[config.mk]
export PLATFORM = sky130hd
export DESIGN_NAME = lighting_system_flat
export DESIGN_NICKNAME = d
export VERILOG_FILES = /design/src/rtl/lighting_system_if.sv /design/src/rtl/lighting_system.sv /design/src/flat_wrapper.sv
export SDC_FILE = /design/constraint.sdc
export NUM_CORES = 1
export LEC_CHECK = 0
export ABC_AREA = 1
export BUFFER_PORTS_ARGS = -buffer_cell sky130_fd_sc_hd__buf_4
export CORE_UTILIZATION = 38
export CTS_BUF_LIST = sky130_fd_sc_hd__clkbuf_8
export CTS_CLUSTER_SIZE = 14
export DETAILED_ROUTE_END_ITERATION = 12
export SYNTH_ARGS = -nofsm -noshare
export SYNTH_HDL_FRONTEND = slang
export SYNTH_SLANG_ARGS = --single-unit
[constraint.sdc]
create_clock -name clk -period 6.4 [get_ports clk]
set_input_delay 1.6 -clock clk [delete_from_list [all_inputs] [get_ports clk]]
set_output_delay 1.6 -clock clk [all_outputs]
set_load 0.1 [all_outputs]
[src/rtl/lighting_system_if.sv]
// Signal bundle between the time/user decoders, the lighting controller and the lamp/shade drivers.
interface lighting_system_if;
    logic [3:0]  tcode;
    logic [3:0]  ulight;
    logic [3:0]  lenght;
    logic [3:0]  wshade;
    logic [3:0]  lightnum;
    logic [15:0] lightstate;

    modport master (output tcode, ulight, lenght, input wshade, lightnum, lightstate);
    modport slave  (input tcode, ulight, lenght, output wshade, lightnum, lightstate);
endinterface

[src/rtl/lighting_system.sv]
// Room lighting controller: decodes time of day into shade position and a capped,
// thermometer-coded lamp vector. All outputs registered, 1-cycle latency.
module lighting_system (
    input  logic              clk,
    input  logic              rst_n,
    lighting_system_if.slave  bus
);
    localparam logic [2:0] S0 = 3'd0;
    localparam logic [2:0] S1 = 3'd1;
    localparam logic [2:0] S2 = 3'd2;
    localparam logic [2:0] S3 = 3'd3;
    localparam logic [2:0] S4 = 3'd4;

    logic [2:0]  tstate;
    logic [3:0]  req;
    logic [3:0]  wshade_d,     wshade_q;
    logic [3:0]  lightnum_d,   lightnum_q;
    logic [15:0] lightstate_d, lightstate_q;

    // Priority decode: highest set bit of tcode wins, all-zero means daylight.
    always_comb begin
        tstate = S4;
        if      (bus.tcode[3]) tstate = S3;
        else if (bus.tcode[2]) tstate = S2;
        else if (bus.tcode[1]) tstate = S1;
        else if (bus.tcode[0]) tstate = S0;
    end

    always_comb begin
        wshade_d = 4'b1111;
        req      = 4'd0;
        case (tstate)
            S0:      begin wshade_d = 4'b0000; req = bus.ulight;      end
            S1:      begin wshade_d = 4'b0100; req = bus.ulight;      end
            S2:      begin wshade_d = 4'b1000; req = bus.ulight >> 1; end
            S3:      begin wshade_d = 4'b1100; req = bus.ulight >> 2; end
            default: begin wshade_d = 4'b1111; req = 4'd0;            end
        endcase
        lightnum_d   = (req < bus.lenght) ? req : bus.lenght;
        // lightnum <= 15, so bit 15 of the thermometer can never be set.
        lightstate_d = (16'd1 << lightnum_d) - 16'd1;
    end

    always_ff @(posedge clk) begin
        if (!rst_n) begin
            wshade_q     <= 4'b0000;
            lightnum_q   <= 4'd0;
            lightstate_q <= 16'h0000;
        end else begin
            wshade_q     <= wshade_d;
            lightnum_q   <= lightnum_d;
            lightstate_q <= lightstate_d;
        end
    end

    assign bus.wshade     = wshade_q;
    assign bus.lightnum   = lightnum_q;
    assign bus.lightstate = lightstate_q;
endmodule

[src/flat_wrapper.sv]
// flat-port wrapper written by rule: the top's interface ports become plain ports
module lighting_system_flat 
  (clk, rst_n, bus_tcode, bus_ulight, bus_lenght, bus_wshade, bus_lightnum, bus_lightstate);
  lighting_system_if bus_i ();
  input  logic clk;
  input  logic rst_n;
  input wire logic [$bits(bus_i.tcode)-1:0] bus_tcode;
  input wire logic [$bits(bus_i.ulight)-1:0] bus_ulight;
  input wire logic [$bits(bus_i.lenght)-1:0] bus_lenght;
  output wire logic [$bits(bus_i.wshade)-1:0] bus_wshade;
  output wire logic [$bits(bus_i.lightnum)-1:0] bus_lightnum;
  output wire logic [$bits(bus_i.lightstate)-1:0] bus_lightstate;
  assign bus_i.tcode = bus_tcode;
  assign bus_i.ulight = bus_ulight;
  assign bus_i.lenght = bus_lenght;
  assign bus_wshade = bus_i.wshade;
  assign bus_lightnum = bus_i.lightnum;
  assign bus_lightstate = bus_i.lightstate;
  lighting_system u_core (.clk(clk), .rst_n(rst_n), .bus(bus_i));
endmodule
== Yosys cells after proc, flatten, opt, wreduce, memory -nomap -nowiden ==
Cells that the tools add are included.
Cells by class
  $add $sub $neg: 1
  magnitude comparators: 1
  equal/unequal tests: 3
  shift operators: 1
  mux-type cells: 7
  reduce and logical (&&, ||, !) cells: 2
Operators with widths (number)
  4-bit case mux with 4 select lines: 1
  1-bit by 4-bit left shift with 16-bit output (first input constant): 1
  16-bit by 1-bit subtractor with 16-bit output (second input constant): 1
  3-bit 2-to-1 mux: 4
  4-bit case mux with 3 select lines: 1
  3-bit by 2-bit == test with 1-bit output (second input constant): 2
  4-bit less-than comparator: 1
  4-bit 2-to-1 mux: 1
  3-bit by 1-bit == test with 1-bit output (second input constant): 1
  3-bit zero test: 1
  2-bit OR reduction: 1
Word-level totals
  register bits: 24
  input bits: 14
  word-level logic and storage cells: 18

== Longest topological paths before layout ==
Gate-level depths: netlist of the first run.
  depth in word-level cells: 11
  depth in mapped cells: 25
  mapped depth without buffers: 25

== Worst setup path before layout of the first run ==
OpenSTA, ideal clock, no wires.
  kind: input to register
  from: input port bus_tcode[3]
  to: register u_core.lightstate_q[12] (netlist: u_core.bus.lightstate[12])
  library setup time: 0.113 ns
  data arrival time: 3.727 ns
  required time: 6.287 ns
  slack: 2.560 ns
  cell stages on the path: 23
  cells stage by stage: nor2_1 nand2_1 inv_2 nand2_1 o21ai_1 ha_1 nand2_1 inv_1 nand2_1 inv_2 nand2_4 nand3b_1 nand2_4 nand2_1 nor2_2 nand2_1 ha_1 inv_1 nor2_8 nand2_2 nand2_1 nand2_1 nor2_1
On the way
  word-level cells in the longest chain between the ends: 8
  elaborated cells on any way between the ends: 11
  those cells by class: 1 x add/sub; 1 x order compare; 3 x eq/ne; 1 x shift; 3 x mux; 2 x reduce/logical
RTL lines
  start: declaration: RTL line flat_wrapper.sv:7  | input wire logic [$bits(bus_i.tcode)-1:0] bus_tcode;
  3-bit 2-to-1 mux (*): RTL line lighting_system.sv:23  | if (bus.tcode[3]) tstate = S3;
  3-bit by 1-bit == test with 1-bit output / 3-bit zero test (equally long branches): RTL line lighting_system.sv:32  | case (tstate)
  2-bit OR reduction (no line)
  4-bit case mux with 3 select lines (*): RTL line lighting_system.sv:32
  4-bit less-than comparator: RTL line lighting_system.sv:39  | lightnum_d = (req < bus.lenght) ? req : bus.lenght;
  4-bit 2-to-1 mux (*): RTL line lighting_system.sv:39
  1-bit by 4-bit left shift with 16-bit output (*): RTL line lighting_system.sv:41  | lightstate_d = (16'd1 << lightnum_d) - 16'd1;
  16-bit by 1-bit subtractor with 16-bit output (*): RTL line lighting_system.sv:41
  end signal: assignment: RTL line lighting_system.sv:52  | lightstate_q <= lightstate_d;
  end: declaration: RTL line lighting_system.sv:18  | logic [15:0] lightstate_d, lightstate_q;
Every way passes the cells marked *; elsewhere a longest branch is shown, timed or not.
A chain may end at the register's enable or synchronous reset.

== Final worst setup path of the first run ==
Ends and elaborated chain as after synthesis.

==> results.sh, run 1 <==
export IMPL_status="completed"
export IMPL_vias_per_cell=4.510
export IMPL_grt_pass1_vias=1003
export IMPL_cts_inserted_buffers=3
export IMPL_antenna_found_initial=0
export IMPL_synth_top_area_share=0.3728
export IMPL_dp_final_hpwl_um=2040
export IMPL_num_antenna_cells=0
export IMPL_start_util=0.4012
export IMPL_num_nets_final=222
export IMPL_hold_viol=0
export IMPL_cts_resized_gates=0
export IMPL_finalCritPeriodShare=0.6160
export IMPL_max_vdd_ir_drop_v=0.00009914
export IMPL_drt_antenna_violating_nets=0
export IMPL_core_area_um2=3078
export IMPL_yosysSeqAreaShare=0.3728
export IMPL_dp_slack_ns=2.152
export IMPL_fp_dieArea_um2=3482
export IMPL_htree_levels=1
export IMPL_drt_iter0_drc=23
export IMPL_grt_pass1_wl_um=4326
export IMPL_cp_end_kind="flop"
export IMPL_synth_seq_cells=23
export IMPL_max_freq_mhz=253.7
export IMPL_cp_start_kind="input port"
export IMPL_grtUsageTotal=0.1667
export IMPL_routed_wl_met3_um=106
export IMPL_powerDensity_nw_per_um2=299.9
export IMPL_final_max_slew_violation_count=0
export IMPL_port_buffers=37
export IMPL_finalSetupViolCount=0
export IMPL_final_setup_worst_slack_ns=2.458
export IMPL_grt_overflow=0
export IMPL_critPathKind="in -> reg"
export IMPL_syn_area_per_cell_um2=7.484
export IMPL_yosysTopAreaCell="dfxtp_1"
export IMPL_dr_wl_met2_um=1224
export IMPL_power_leakage_nw=0.8270
export IMPL_num_io_pins=38
export IMPL_maxCapViolCount=0
export IMPL_syn_to_final_growth_pct=29.38
export IMPL_synth_area_top_cells="dfxtp_1, nand2_1, nand3_1, nand2_2, inv_1"
export IMPL_fp_dieW_um=59.01
export IMPL_fin_cells=247
export IMPL_dp_cells=243
export IMPL_cts_tree="built"
export IMPL_vias=1114
export IMPL_cts_sinks=23
export IMPL_cts_clk_slew_worst_paths_ns=0.08
export IMPL_cts_setup_buffers=0
export IMPL_final_common_cell="buf_4"
export IMPL_fin_tns_setup_ns=0
export IMPL_drive_gt1_frac=0.3695
export IMPL_wl_per_cell_um=10.16
export IMPL_period_minus_slack_ns=3.942
export IMPL_syn_instance_count=165
export IMPL_worst_ep_arrival_time_ns=4.11
export IMPL_highest_layer="met4"
export IMPL_yosysUniqueCellTypes=30
export IMPL_layout_common_cells="buf_4, nand2_1, dfxtp_1"
export IMPL_rows=20
export IMPL_grt_max_degree=15
export IMPL_rsz0062_at_grt="false"
export IMPL_cts_root_buffer="clkbuf_8"
export IMPL_finalWeightedCongestion=0.8414
export IMPL_firstDrtPassIters=4
export IMPL_die_h_um=59.01
export IMPL_met1_length_um=1113
export IMPL_worst_path_max_fanout=9
export IMPL_routed_wl_um=2509
export IMPL_hold_buffers=0
export IMPL_syn_nets=183
export IMPL_syn_area_um2=1235
export IMPL_worstPathRequired_ns=6.57
export IMPL_drc=0
export IMPL_hp_class="in -> reg"
export IMPL_clock_path_buffers=2
export IMPL_ys_warn_count=0
final cells by class:
type,count,area [um2]
Fill cell,309,1480
Multi-Input combinational cell,112,656.9
Sequential cell,23,460.4
Timing Repair Buffer,37,277.8
Inverter,27,101.3
Tap cell,44,55.05
Clock buffer,3,41.29
Clock inverter,1,5.005
cell usage after synthesis (all sizes together):
cell	number
nor3	3
conb	1
nand3	21
dfxtp	23
clkbuf	1
o21ai	4
nor2	21
buf	2
a31oi	1
inv	24
nand3b	2
ha	4
nor4	1
a21oi	8
nand4	1
nand2	45
clkinv	3
cells by family (layout without fill, tap and decap cells):
family,Yosys count,count (layout),share of synthesized area
buffers and inverters,30,68,0.09523
adder cells (fa/ha/maj),4,4,0.04053
flip-flops,23,23,0.3728
AND/OR/NAND/NOR,94,94,0.4255
AO/OA/AOI/OAI,13,13,0.06282
other,1,1,0.003037
worst paths after layout:
| check | depth (start not counted) | slack, ns | start | to |
|---|---|---|---|---|
| setup / recovery | 24 | 2.46 | bus_tcode[3] | u_core.bus.lightstate[12]$_SDFF_PN0_ |
| hold / removal | 2 | 1.54 | bus_tcode[2] | u_core.bus.wshade[1]$_SDFF_PN0_ |
flip-flops by register name, indices dropped and copies added (netlist names):
| register | count |
|---|---|
| u_core.bus.lightstate | 16 |
| u_core.bus.lightnum | 4 |
| u_core.bus.wshade | 3 |
layer usage:
metal  track usage  vias to the layer above
met1        0.1997                      484
met3       0.02402                        6
met2        0.2727                       36
met5             0                        -
met4        0.1190                        0
li1              -                      588
critical path, cell delays in order:
cell	delay [ns]
buf_4	0.13
nor2_1	0.17
nand2_1	0.10
inv_2	0.06
nand2_1	0.04
o21ai_1	0.16
ha_1	0.29
nand2_1	0.06
inv_1	0.03
nand2_1	0.07
inv_2	0.04
nand2_4	0.09
nand3b_1	0.13
nand2_4	0.17
nand2_1	0.08
nor2_2	0.14
nand2_1	0.08
ha_1	0.22
inv_1	0.17
nor2_8	0.08
nand2_2	0.06
nand2_1	0.05
nand2_1	0.05
nor2_1	0.03
stage by stage:
stage	utilization	instance area (um2)	power, mW	hold slack, ns
2_1_floorplan	-	1235	0.3495	1.678
3_3_place_gp	0.5041	1551	0.3927	1.813
3_5_place_dp	0.5041	1551	0.3936	1.819
4_1_cts	0.5191	1598	0.4829	1.527
5_1_grt	0.5191	1598	0.5030	1.532
6_report	0.5191	1598	0.4791	1.536
report_power, final:
| part | leakage (nW) | switching [mW] | total (mW) | internal (mW) |
|---|---|---|---|---|
| clock network | 0.0255 | 0.0462 | 0.0897 | 0.0435 |
| registers | 0.190 | 0.00363 | 0.161 | 0.157 |
| logic | 0.612 | 0.174 | 0.228 | 0.0544 |
| total | 0.827 | 0.224 | 0.479 | 0.255 |
(Power assumes the default switching activity.)
==> run 2, diff against run 1 <==
==> constraint.sdc (replaced) <==
create_clock -name clk -period 3.52 [get_ports clk]
set_input_delay 0.88 -clock clk [delete_from_list [all_inputs] [get_ports clk]]
set_output_delay 0.88 -clock clk [all_outputs]
set_load 0.1 [all_outputs]
==> run 2 against run 1 <==
Against the previous run:
- clock-buffer cell count unchanged
- setup slack lost 2.1 ns
- power is 82% higher
- sequential share of layout area down 0.66 points
- worst hold slack lost 0.72 ns
- clock power grew 73%
- cell count is 2.0% higher
- die area unchanged
- flip-flop and latch count is the same
- highest routed layer unchanged
==> results.sh, run 2 (same netlist as run 1, synthesis figures left out) <==
export IMPL_dp_slack_ns=0.09614
export IMPL_power_leakage_nw=0.8518
export IMPL_cts_sinks=23
export IMPL_routed_wl_um=2460
export IMPL_cts_inserted_buffers=3
export IMPL_final_max_slew_violation_count=0
export IMPL_antenna_found_initial=0
export IMPL_dp_final_hpwl_um=2058
export IMPL_min_to="u_core.bus.wshade[1]$_SDFF_PN0_"
export IMPL_syn_to_final_growth_pct=32.42
export IMPL_num_nets_final=227
export IMPL_hp_class="in -> reg"
export IMPL_worstPathRequired_ns=3.68
export IMPL_cts_resized_gates=0
export IMPL_finalSetupViolCount=0
export IMPL_final_setup_worst_slack_ns=0.3609
export IMPL_rsz0062_at_grt="false"
export IMPL_fin_total_pwr_mw=0.8719
export IMPL_worst_path_max_fanout=7
export IMPL_max_freq_mhz=316.5
export IMPL_dp_cells=248
export IMPL_maxCapViolCount=0
export IMPL_crit_slowest_cell="a21oi_2"
export IMPL_cp_slowest_stage_delay_ns=0.33
export IMPL_cts_root_buffer="clkbuf_8"
export IMPL_path_depth=18
export IMPL_final_common_cell="buf_4"
export IMPL_drt_antenna_violating_nets=0
export IMPL_worst_ep_arrival_time_ns=3.32
export IMPL_rows=20
export IMPL_fp_dieArea_um2=3482
export IMPL_critPathKind="in -> reg"
export IMPL_num_io_pins=38
export IMPL_path_cells="buf_4 -> nor2_1 -> nand2_1 -> nor2_1 -> ha_1 -> a21oi_2 -> nand3_1 -> nand2_4 -> nand2_1 -> nor2_2 -> nand2_1 -> ha_1 -> inv_1 -> nor2_8 -> nand2_2 -> nand2_1 -> nand2_1 -> nor2_1"
export IMPL_core_area_um2=3078
export IMPL_hold_buffers=0
export IMPL_finalCritPeriodShare=0.8975
export IMPL_crit_path_frequent_cell="nand2_1"
export IMPL_fin_cells=252
export IMPL_drt_iter0_drc=40
export IMPL_layout_common_cells="buf_4, nand2_1, dfxtp_1"
export IMPL_vias_per_cell=4.365
export IMPL_worstHoldStart="bus_tcode[2]"
export IMPL_grt_max_degree=15
export IMPL_worst_path_buf_inv=2
export IMPL_die_h_um=59.01
export IMPL_htree_levels=1
export IMPL_grt_pass1_wl_um=4291
export IMPL_fp_dieW_um=59.01
export IMPL_max_vdd_ir_drop_v=0.0001588
export IMPL_cp_top_family="simple AND/OR/NAND/NOR gates"
export IMPL_clock_path_buffers=2
export IMPL_status="completed"
export IMPL_cts_tree="built"
export IMPL_grt_overflow=0
export IMPL_vias=1100
export IMPL_firstDrtPassIters=4
export IMPL_drc=0
export IMPL_wl_per_cell_um=9.762
export IMPL_largest_register_ffs=16
export IMPL_hold_viol=0
export IMPL_whs_path_depth=2
export IMPL_cts_setup_buffers=0
export IMPL_cp_end_kind="flop"
export IMPL_powerDensity_nw_per_um2=533.2
export IMPL_grtUsageTotal=0.1618
export IMPL_port_buffers=37
export IMPL_fin_tns_setup_ns=0
export IMPL_cts_clk_slew_worst_paths_ns=0.08
export IMPL_finalWeightedCongestion=0.8793
export IMPL_period_minus_slack_ns=3.159
export IMPL_start_util=0.4012
export IMPL_num_antenna_cells=0
export IMPL_drive_gt1_frac=0.3846
export IMPL_grt_pass1_vias=1012
export IMPL_cp_start_kind="input port"
-- run 2: cell types whose count changed in the layout (fill, tap and decap cells not counted), sizes merged --
cell | previous run | this run
buf | 37 | 42
-- run 2: report_power, final --
group	total (mW)	switching [mW]	leakage, nW	internal (mW)
sequential	0.292	0.00598	0.190	0.286
combinational	0.425	0.320	0.637	0.105
clock	0.155	0.0766	0.0255	0.0787
total	0.872	0.402	0.852	0.470
-- run 2: through the flow --
stage                     area, um2    util  hold WS, ns
final                          1635  0.5313       0.8177
after global routing           1635  0.5313       0.8135
after CTS                      1635  0.5313       0.8153
after detailed placement       1589  0.5163        1.091
after global placement         1589  0.5163        1.092
after floorplan                1235       -       0.9581
-- run 2: area by class of cell --
| type | instances | area (um2) |
|---|---|---|
| repair buffers | 42 | 315.3 |
| clock buffers | 3 | 41.29 |
| multi-input cells | 112 | 656.9 |
| fillers | 316 | 1443 |
| well taps | 44 | 55.05 |
| flip-flops and latches | 23 | 460.4 |
| clock inverters | 1 | 5.005 |
| inverters | 27 | 101.3 |
-- run 2: worst max-delay path by stage --
stage                                                end          from  slack (ns)
global route        u_core.bus.lightstate[12]$_SDFF_PN0_  bus_tcode[3]        0.07
floorplan           u_core.bus.lightstate[12]$_SDFF_PN0_  bus_tcode[3]        0.40
detailed placement  u_core.bus.lightstate[12]$_SDFF_PN0_  bus_tcode[3]         0.1
global placement    u_core.bus.lightstate[12]$_SDFF_PN0_  bus_tcode[3]        0.21
CTS                 u_core.bus.lightstate[12]$_SDFF_PN0_  bus_tcode[3]        0.35
finish              u_core.bus.lightstate[12]$_SDFF_PN0_  bus_tcode[3]        0.36
-- run 2: routing by layer --
layer | vias to the layer above | global-route usage | wire length [um]
met4 | 0 | 0.07143 | 36
met1 | 474 | 0.1962 | 1150
met3 | 4 | 0.02183 | 64
met2 | 21 | 0.2841 | 1209
li1 | 601 | - | -
met5 | - | 0 | 0
